`config.mk`:
```
export PLATFORM = sky130hd
export DESIGN_NAME = io_bus_bridge_flat
export DESIGN_NICKNAME = d
export VERILOG_FILES = /design/src/rtl/io_bus_bridge_if.sv /design/src/rtl/io_bus_bridge.sv /design/src/flat_wrapper.sv
export SDC_FILE = /design/constraint.sdc
export NUM_CORES = 1
export LEC_CHECK = 0
export ABC_AREA = 1
export CAP_MARGIN = 20
export CORE_MARGIN = 4
export CORE_UTILIZATION = 50
export CTS_BUF_LIST = sky130_fd_sc_hd__clkbuf_4 sky130_fd_sc_hd__clkbuf_8
export DETAILED_ROUTE_END_ITERATION = 10
export GPL_TIMING_DRIVEN = 0
export MAX_ROUTING_LAYER = met4
export PLACE_DENSITY = 0.95
export SYNTH_ARGS = -nofsm -noshare
export SYNTH_HDL_FRONTEND = slang
export SYNTH_SLANG_ARGS = --single-unit
```
`constraint.sdc`:
```
create_clock -name clk -period 3.6 [get_ports clk]
set_clock_uncertainty 0.2 [all_clocks]
set_input_delay 0.54 -clock clk [delete_from_list [all_inputs] [get_ports clk]]
set_output_delay 0.54 -clock clk [all_outputs]
set_load 0.01 [all_outputs]
```
`src/rtl/io_bus_bridge_if.sv`:
```
// Data-side bus between the decoder/ALU/data memory and io_bus_bridge.
// The bridge takes the slave modport and the core side takes the master modport.
interface io_bus_bridge_if;
  logic        mem_read;
  logic        mem_write;
  logic        io_read;
  logic        io_write;
  logic [31:0] addr;
  logic [31:0] wdata;
  logic [31:0] mem_rdata;
  logic [31:0] rdata;
  logic        mem_we;
  logic        stall;

  modport master (
    output mem_read, mem_write, io_read, io_write, addr, wdata, mem_rdata,
    input  rdata, mem_we, stall
  );

  modport slave (
    input  mem_read, mem_write, io_read, io_write, addr, wdata, mem_rdata,
    output rdata, mem_we, stall
  );
endinterface

```
`src/rtl/io_bus_bridge.sv`:
```
// Load/store routing between the core, data memory and board IO (LED, 7-seg, switches),
// with a blocking switch read that stalls the core until the confirm button is pressed and released.
module io_bus_bridge #(
  parameter int DEBOUNCE_CYCLES = 1000000,
  parameter int LED_W           = 16
) (
  input  logic             clk,
  input  logic             rst,
  io_bus_bridge_if.slave   bus,
  input  logic [LED_W-1:0] switch_in,
  input  logic             btn_confirm,
  output logic [LED_W-1:0] led,
  output logic [31:0]      seg_value
);
  localparam int CW = (DEBOUNCE_CYCLES > 1) ? $clog2(DEBOUNCE_CYCLES) : 1;

  localparam logic [9:0] OFF_LED    = 10'h000;
  localparam logic [9:0] OFF_SEG    = 10'h004;
  localparam logic [9:0] OFF_SW_CNF = 10'h010;
  localparam logic [9:0] OFF_SW_RAW = 10'h014;
  localparam logic [9:0] OFF_BTN    = 10'h018;

  typedef enum logic [1:0] {IDLE, WAIT_PRESS, WAIT_RELEASE, DONE} state_t;

  state_t           state, state_nx;
  logic [LED_W-1:0] sw_s1, sw_s2, sw_cap;
  logic             btn_s1, btn_s2, btn_db;
  logic [CW-1:0]    db_cnt;
  logic             cap_en;
  logic [9:0]       off;
  logic [31:0]      io_val;

  assign off = bus.addr[9:0];

  always_ff @(posedge clk) begin
    if (rst) begin
      sw_s1  <= '0;
      sw_s2  <= '0;
      btn_s1 <= 1'b0;
      btn_s2 <= 1'b0;
    end else begin
      sw_s1  <= switch_in;
      sw_s2  <= sw_s1;
      btn_s1 <= btn_confirm;
      btn_s2 <= btn_s1;
    end
  end

  // Debounced value only moves after the synchronized button disagrees for DEBOUNCE_CYCLES edges in a row.
  always_ff @(posedge clk) begin
    if (rst) begin
      db_cnt <= '0;
      btn_db <= 1'b0;
    end else if (btn_s2 != btn_db) begin
      if (db_cnt == CW'(DEBOUNCE_CYCLES - 1)) begin
        btn_db <= ~btn_db;
        db_cnt <= '0;
      end else begin
        db_cnt <= db_cnt + CW'(1);
      end
    end else begin
      db_cnt <= '0;
    end
  end

  always_ff @(posedge clk) begin
    if (rst) begin
      led       <= '0;
      seg_value <= '0;
    end else if (bus.io_write) begin
      if (off == OFF_LED) led       <= bus.wdata[LED_W-1:0];
      if (off == OFF_SEG) seg_value <= bus.wdata;
    end
  end

  always_ff @(posedge clk) begin
    if (rst) state <= IDLE;
    else     state <= state_nx;
  end

  always_comb begin
    state_nx = state;
    case (state)
      IDLE:         if (bus.io_read && off == OFF_SW_CNF) state_nx = WAIT_PRESS;
      WAIT_PRESS:   if (btn_db)  state_nx = WAIT_RELEASE;
      WAIT_RELEASE: if (!btn_db) state_nx = DONE;
      DONE:         state_nx = IDLE;
      default:      state_nx = IDLE;
    endcase
  end

  // Stall rises in the same cycle the blocking read is decoded so the PC never advances past it.
  always_comb begin
    bus.stall = 1'b0;
    cap_en    = 1'b0;
    case (state)
      IDLE:         bus.stall = bus.io_read && off == OFF_SW_CNF;
      WAIT_PRESS: begin
        bus.stall = 1'b1;
        cap_en    = btn_db;
      end
      WAIT_RELEASE: bus.stall = 1'b1;
      default:      bus.stall = 1'b0;
    endcase
  end

  always_ff @(posedge clk) begin
    if (rst)         sw_cap <= '0;
    else if (cap_en) sw_cap <= sw_s2;
  end

  always_comb begin
    case (off)
      OFF_LED:    io_val = 32'(led);
      OFF_SEG:    io_val = seg_value;
      OFF_SW_CNF: io_val = 32'(sw_cap);
      OFF_SW_RAW: io_val = 32'(sw_s2);
      OFF_BTN:    io_val = {31'b0, btn_db};
      default:    io_val = '0;
    endcase
  end

  assign bus.mem_we = bus.mem_write & ~bus.io_write;

  always_comb begin
    if (bus.io_read)       bus.rdata = io_val;
    else if (bus.mem_read) bus.rdata = bus.mem_rdata;
    else                   bus.rdata = '0;
  end
endmodule

```
`src/flat_wrapper.sv`:
```
// flat-port wrapper written by rule: the top's interface ports become plain ports
module io_bus_bridge_flat 
#(
  parameter int DEBOUNCE_CYCLES = 1000000,
  parameter int LED_W           = 16
)
  (clk, rst, switch_in, btn_confirm, led, seg_value, bus_mem_read, bus_mem_write, bus_io_read, bus_io_write, bus_addr, bus_wdata, bus_mem_rdata, bus_rdata, bus_mem_we, bus_stall);
  io_bus_bridge_if bus_i ();
  input  logic clk;
  input  logic rst;
  input  logic [LED_W-1:0] switch_in;
  input  logic btn_confirm;
  output logic [LED_W-1:0] led;
  output logic [31:0] seg_value;
  input wire logic [$bits(bus_i.mem_read)-1:0] bus_mem_read;
  input wire logic [$bits(bus_i.mem_write)-1:0] bus_mem_write;
  input wire logic [$bits(bus_i.io_read)-1:0] bus_io_read;
  input wire logic [$bits(bus_i.io_write)-1:0] bus_io_write;
  input wire logic [$bits(bus_i.addr)-1:0] bus_addr;
  input wire logic [$bits(bus_i.wdata)-1:0] bus_wdata;
  input wire logic [$bits(bus_i.mem_rdata)-1:0] bus_mem_rdata;
  output wire logic [$bits(bus_i.rdata)-1:0] bus_rdata;
  output wire logic [$bits(bus_i.mem_we)-1:0] bus_mem_we;
  output wire logic [$bits(bus_i.stall)-1:0] bus_stall;
  assign bus_i.mem_read = bus_mem_read;
  assign bus_i.mem_write = bus_mem_write;
  assign bus_i.io_read = bus_io_read;
  assign bus_i.io_write = bus_io_write;
  assign bus_i.addr = bus_addr;
  assign bus_i.wdata = bus_wdata;
  assign bus_i.mem_rdata = bus_mem_rdata;
  assign bus_rdata = bus_i.rdata;
  assign bus_mem_we = bus_i.mem_we;
  assign bus_stall = bus_i.stall;
  io_bus_bridge #(.DEBOUNCE_CYCLES(DEBOUNCE_CYCLES), .LED_W(LED_W)) u_core (.clk(clk), .rst(rst), .bus(bus_i), .switch_in(switch_in), .btn_confirm(btn_confirm), .led(led), .seg_value(seg_value));
endmodule
```
==> flow_metrics.py, run 1 <==
metrics = {
    "run_status": {
        "status": "completed",
    },
    "yosys": {
        "synthTopCellsByArea": "dfxtp_1 (43%), nand2_1 (16%), inv_1 (8.6%)",
        "syn_area_per_cell_um2": 6.73,
        "yosys.area.top_type": "dfxtp_1",
        "synth_compound_area_share_pct": 13.0,
        "yosysWarningCount": 0,
        "synth.distinct_cells": 31,
        "async_flop_share_pct": 0,
        "synth_top_family_by_area": "simple AND/OR/NAND/NOR gates",
        "synth_nets": 970,
        "synth-simple-area-share_pct": 30.5,
        "synth_edf_count": 0,
        "synth_fa_ha_area_share_pct": 1.32,
        "synth_area_um2": 5690,
        "yosysTopAreaCellShare_pct": 42.6,
        "synth-xor-area-share_pct": 0.462,
        "synth_seq_area_share_pct": 42.6,
        "syn_inst": 845,
        "synthMuxAreaShare_pct": 0.176,
        "synth-seq-cells": 121,
        "synth_flop_cell": "dfxtp_1",
    },
    "detailed_routing": {
        "drc": 0,
        "drt-vias-per-instance": 5.30,
        "routed_wl_um": 18600,
        "routedWlPerCell_um": 15.5,
        "detail-route-antenna-nets": 0,
        "first_iter_violations": 588,
        "first_pass_iters": 6,
        "dr_total_vias": 6349,
    },
    "sta": {
        "finalMaxSlewViolations": 0,
        "setup_viol": 0,
        "whs_ns": 0.201,
        "tns_ns": 0,
        "slew_headroom_pct": 62.7,
        "tightestPinTransition_ns": 0.559,
        "fin_crit_ns": 3.54,
        "timing.fmax_mhz": 282,
        "final-hold-violation-count": 0,
        "period_share_pct": 98.4,
    },
    "finish": {
        "area_growth_pct": 41.5,
        "nNetsFinal": 1170,
        "final.fill_count": 770,
        "drive_gt1_share_pct": 6.99,
        "n_antenna_cell": 0,
    },
    "worst_hold_path": {
        "hp-class": "reg -> reg",
        "holdCritStartpoint": "u_core.sw_s1[9]",
    },
    "die": {
        "fp.dieW_um": 115,
        "start_util_pct": 51.8,
        "rows": 38,
        "core_area_um2": 11000,
        "die_area_um2": 13100,
        "die_h_um": 115,
        "ioPinCount": 201,
    },
    "clocking": {
        "clockBufferDepth": 2,
        "numCtsBuffers": 17,
        "cts_tree": "built",
        "cts_root_buf": "clkbuf_8",
        "cts.clk_slew.worst_paths_ns": 0.07,
        "clkLatencyLatePin_ns": 0.44,
        "htreeDepth": 4,
        "cts_sinks": 121,
    },
    "global_route": {
        "grt_pass1_vias": 6164,
        "antenna_found_initial": 0,
        "grt_util_all_layers_pct": 28.4,
        "grt_overflow": 0,
        "grt_pass1_wl_um": 28800,
        "grt_max_degree": 17,
    },
    "pwr": {
        "p_leak_nw": 3.27,
        "peakVddDrop_mv": 0.223,
        "pwr_density_cell_nw_per_um2": 363,
    },
    "place": {
        "routabilityCongestion": 0.926,
        "io_buffers": 176,
        "dp_hpwl_um": 13500,
    },
    "critical_path": {
        "r2r_cells": 7,
        "setup.worst_path.end_class": "primary output",
        "critPathLaunchType": "input pin",
        "endpoint": "bus_rdata[7]",
        "crit_type": "in -> out",
        "r2r-end": "u_core.db_cnt[0]",
        "crit_start": "bus_addr[4]",
        "cp.arrival_ns": 2.80,
        "r2r_start": "u_core.db_cnt[0]",
        "critPathMaxFanout": 10,
        "required_ns": 2.86,
        "regToRegSetupSlack_ns": 1.49,
    },
    "run": {
        "drv_cap": 0,
    },
}
-- kinds of logic after synthesis --
group / after synthesis
AOI/OAI and AO/OA: 136
buffers and inverters: 168
muxes: 1
DFF: 121
and+or+nand+nor: 410
xor gates and xnor gates: 3
adders and majority gates: 6
-- layout make-up --
type / count / area, um^2 / area share (%)
multi-input combinational: 556 / 2580 / 32.1
sequential: 121 / 2420 / 30.1
timing repair buffer: 181 / 1800 / 22.4
inverter: 133 / 499 / 6.21
clock buffer: 21 / 283 / 3.52
buffer: 35 / 184 / 2.29
tap: 140 / 175 / 2.18
clock inverter: 11 / 97.6 / 1.21
-- metrics by stage --
stage / util [%] / cells / power [mW] / area, um^2 / setup slack [ns]
2_1_floorplan: - / 845 / 1.59 / 5690 / 1.27
3_3_place_gp: 69.4 / 1161 / 1.78 / 7620 / 0.148
3_5_place_dp: 69.4 / 1161 / 1.79 / 7620 / 0.109
4_1_cts: 72.9 / 1193 / 2.92 / 8000 / 0.0944
5_1_grt: 73.2 / 1198 / 3.03 / 8040 / -0.0423
6_report: 73.2 / 1198 / 2.92 / 8040 / 0.0566
-- metal layers --
metal	share of wire [%]	GRT usage [%]	vias to the layer above	wire length, um
li1	-	-	3016	-
met1	38	32.2	2867	7030
met2	49	48.1	378	9150
met3	8.3	4.65	88	1540
met4	4.6	14.8	0	849
met5	0	-	-	0
-- how the worst min path moves through the flow --
| stage | endpoint | slack [ns] | depth (start not counted) |
|---|---|---|---|
| 6_report | u_core.sw_s2[9] | 0.20 | 2 |
| 5_1_grt | u_core.btn_s2 | 0.21 | 2 |
| 4_1_cts | u_core.sw_s2[15] | 0.20 | 2 |
| 3_5_place_dp | u_core.sw_s2[15] | 0.19 | 2 |
| 3_3_place_gp | u_core.sw_s2[10] | 0.19 | 2 |
| 2_1_floorplan | u_core.btn_s2 | 0.19 | 2 |
-- power breakdown --
part	leakage [nW]	internal, mW	total (mW)	switching (mW)
Sequential	0.982	1.37	1.39	0.0194
Combinational	2.10	0.199	0.379	0.181
Clock	0.187	0.604	1.16	0.553
Total	3.27	2.17	2.92	0.753
-- cells in the mapped netlist, types with 2 or more instances --
master	n
nand3_2	2
xnor2_1	2
inv_1	130
a21oi_1	65
o21ai_1	10
o21ai_0	42
nand4_1	3
buf_2	9
nand2_2	2
nand2_1	242
nand3b_1	2
buf_6	3
nand3_4	2
nand3_1	31
or2_2	2
clkbuf_1	18
dfxtp_1	121
nor2_4	8
nor3_1	10
ha_1	6
inv_2	2
o31ai_1	16
nor2_1	105
buf_4	5
-- critical path: stages --
cell and delay [ns]:
clkdlybuf4s50_1 0.50, nor2_4 0.17, nand3_4 0.13, nor2_4 0.22
nor2_1 0.11, a21oi_4 0.25, buf_6 0.18, nand2_1 0.06
nand2_1 0.05, clkdlybuf4s50_1 0.58
-- flip-flops by register name (all words and copies together) (netlist names) --
register          flops
u_core.seg_value     32
u_core.db_cnt        20
u_core.led           16
u_core.sw_cap        16
u_core.sw_s1         16
u_core.sw_s2         16
u_core.state          2
u_core.btn_db         1
u_core.btn_s1         1
u_core.btn_s2         1
-- placed cells by master (no fill, tap or decap), types with 10 or more instances in the layout --
cell	synthesis	routed
nand3_1	31	31
dfxtp_1	121	121
nor2_1	105	105
clkbuf_8	0	20
o31ai_1	16	16
clkdlybuf4s50_1	0	175
a21oi_1	65	65
nand2_1	242	242
clkbuf_1	18	18
inv_1	130	130
buf_4	5	10
o21ai_0	42	42
nor3_1	10	10
o21ai_1	10	10
-- repair_timing --
item	CTS	global route
setup buffers	0	5
endpoints found under the setup margin	0	9
endpoints found under the hold margin	0	0
hold buffers	0	0
gates resized for setup	0	1
Power figures use the tool's default switching activity.
==> inputs of run 2 (changes only) <==
CTS_CLUSTER_DIAMETER = 40   (was not set)
==> results of run 2 <==
Same layout as run 1: the final DEF is identical, and so are final timing and power.
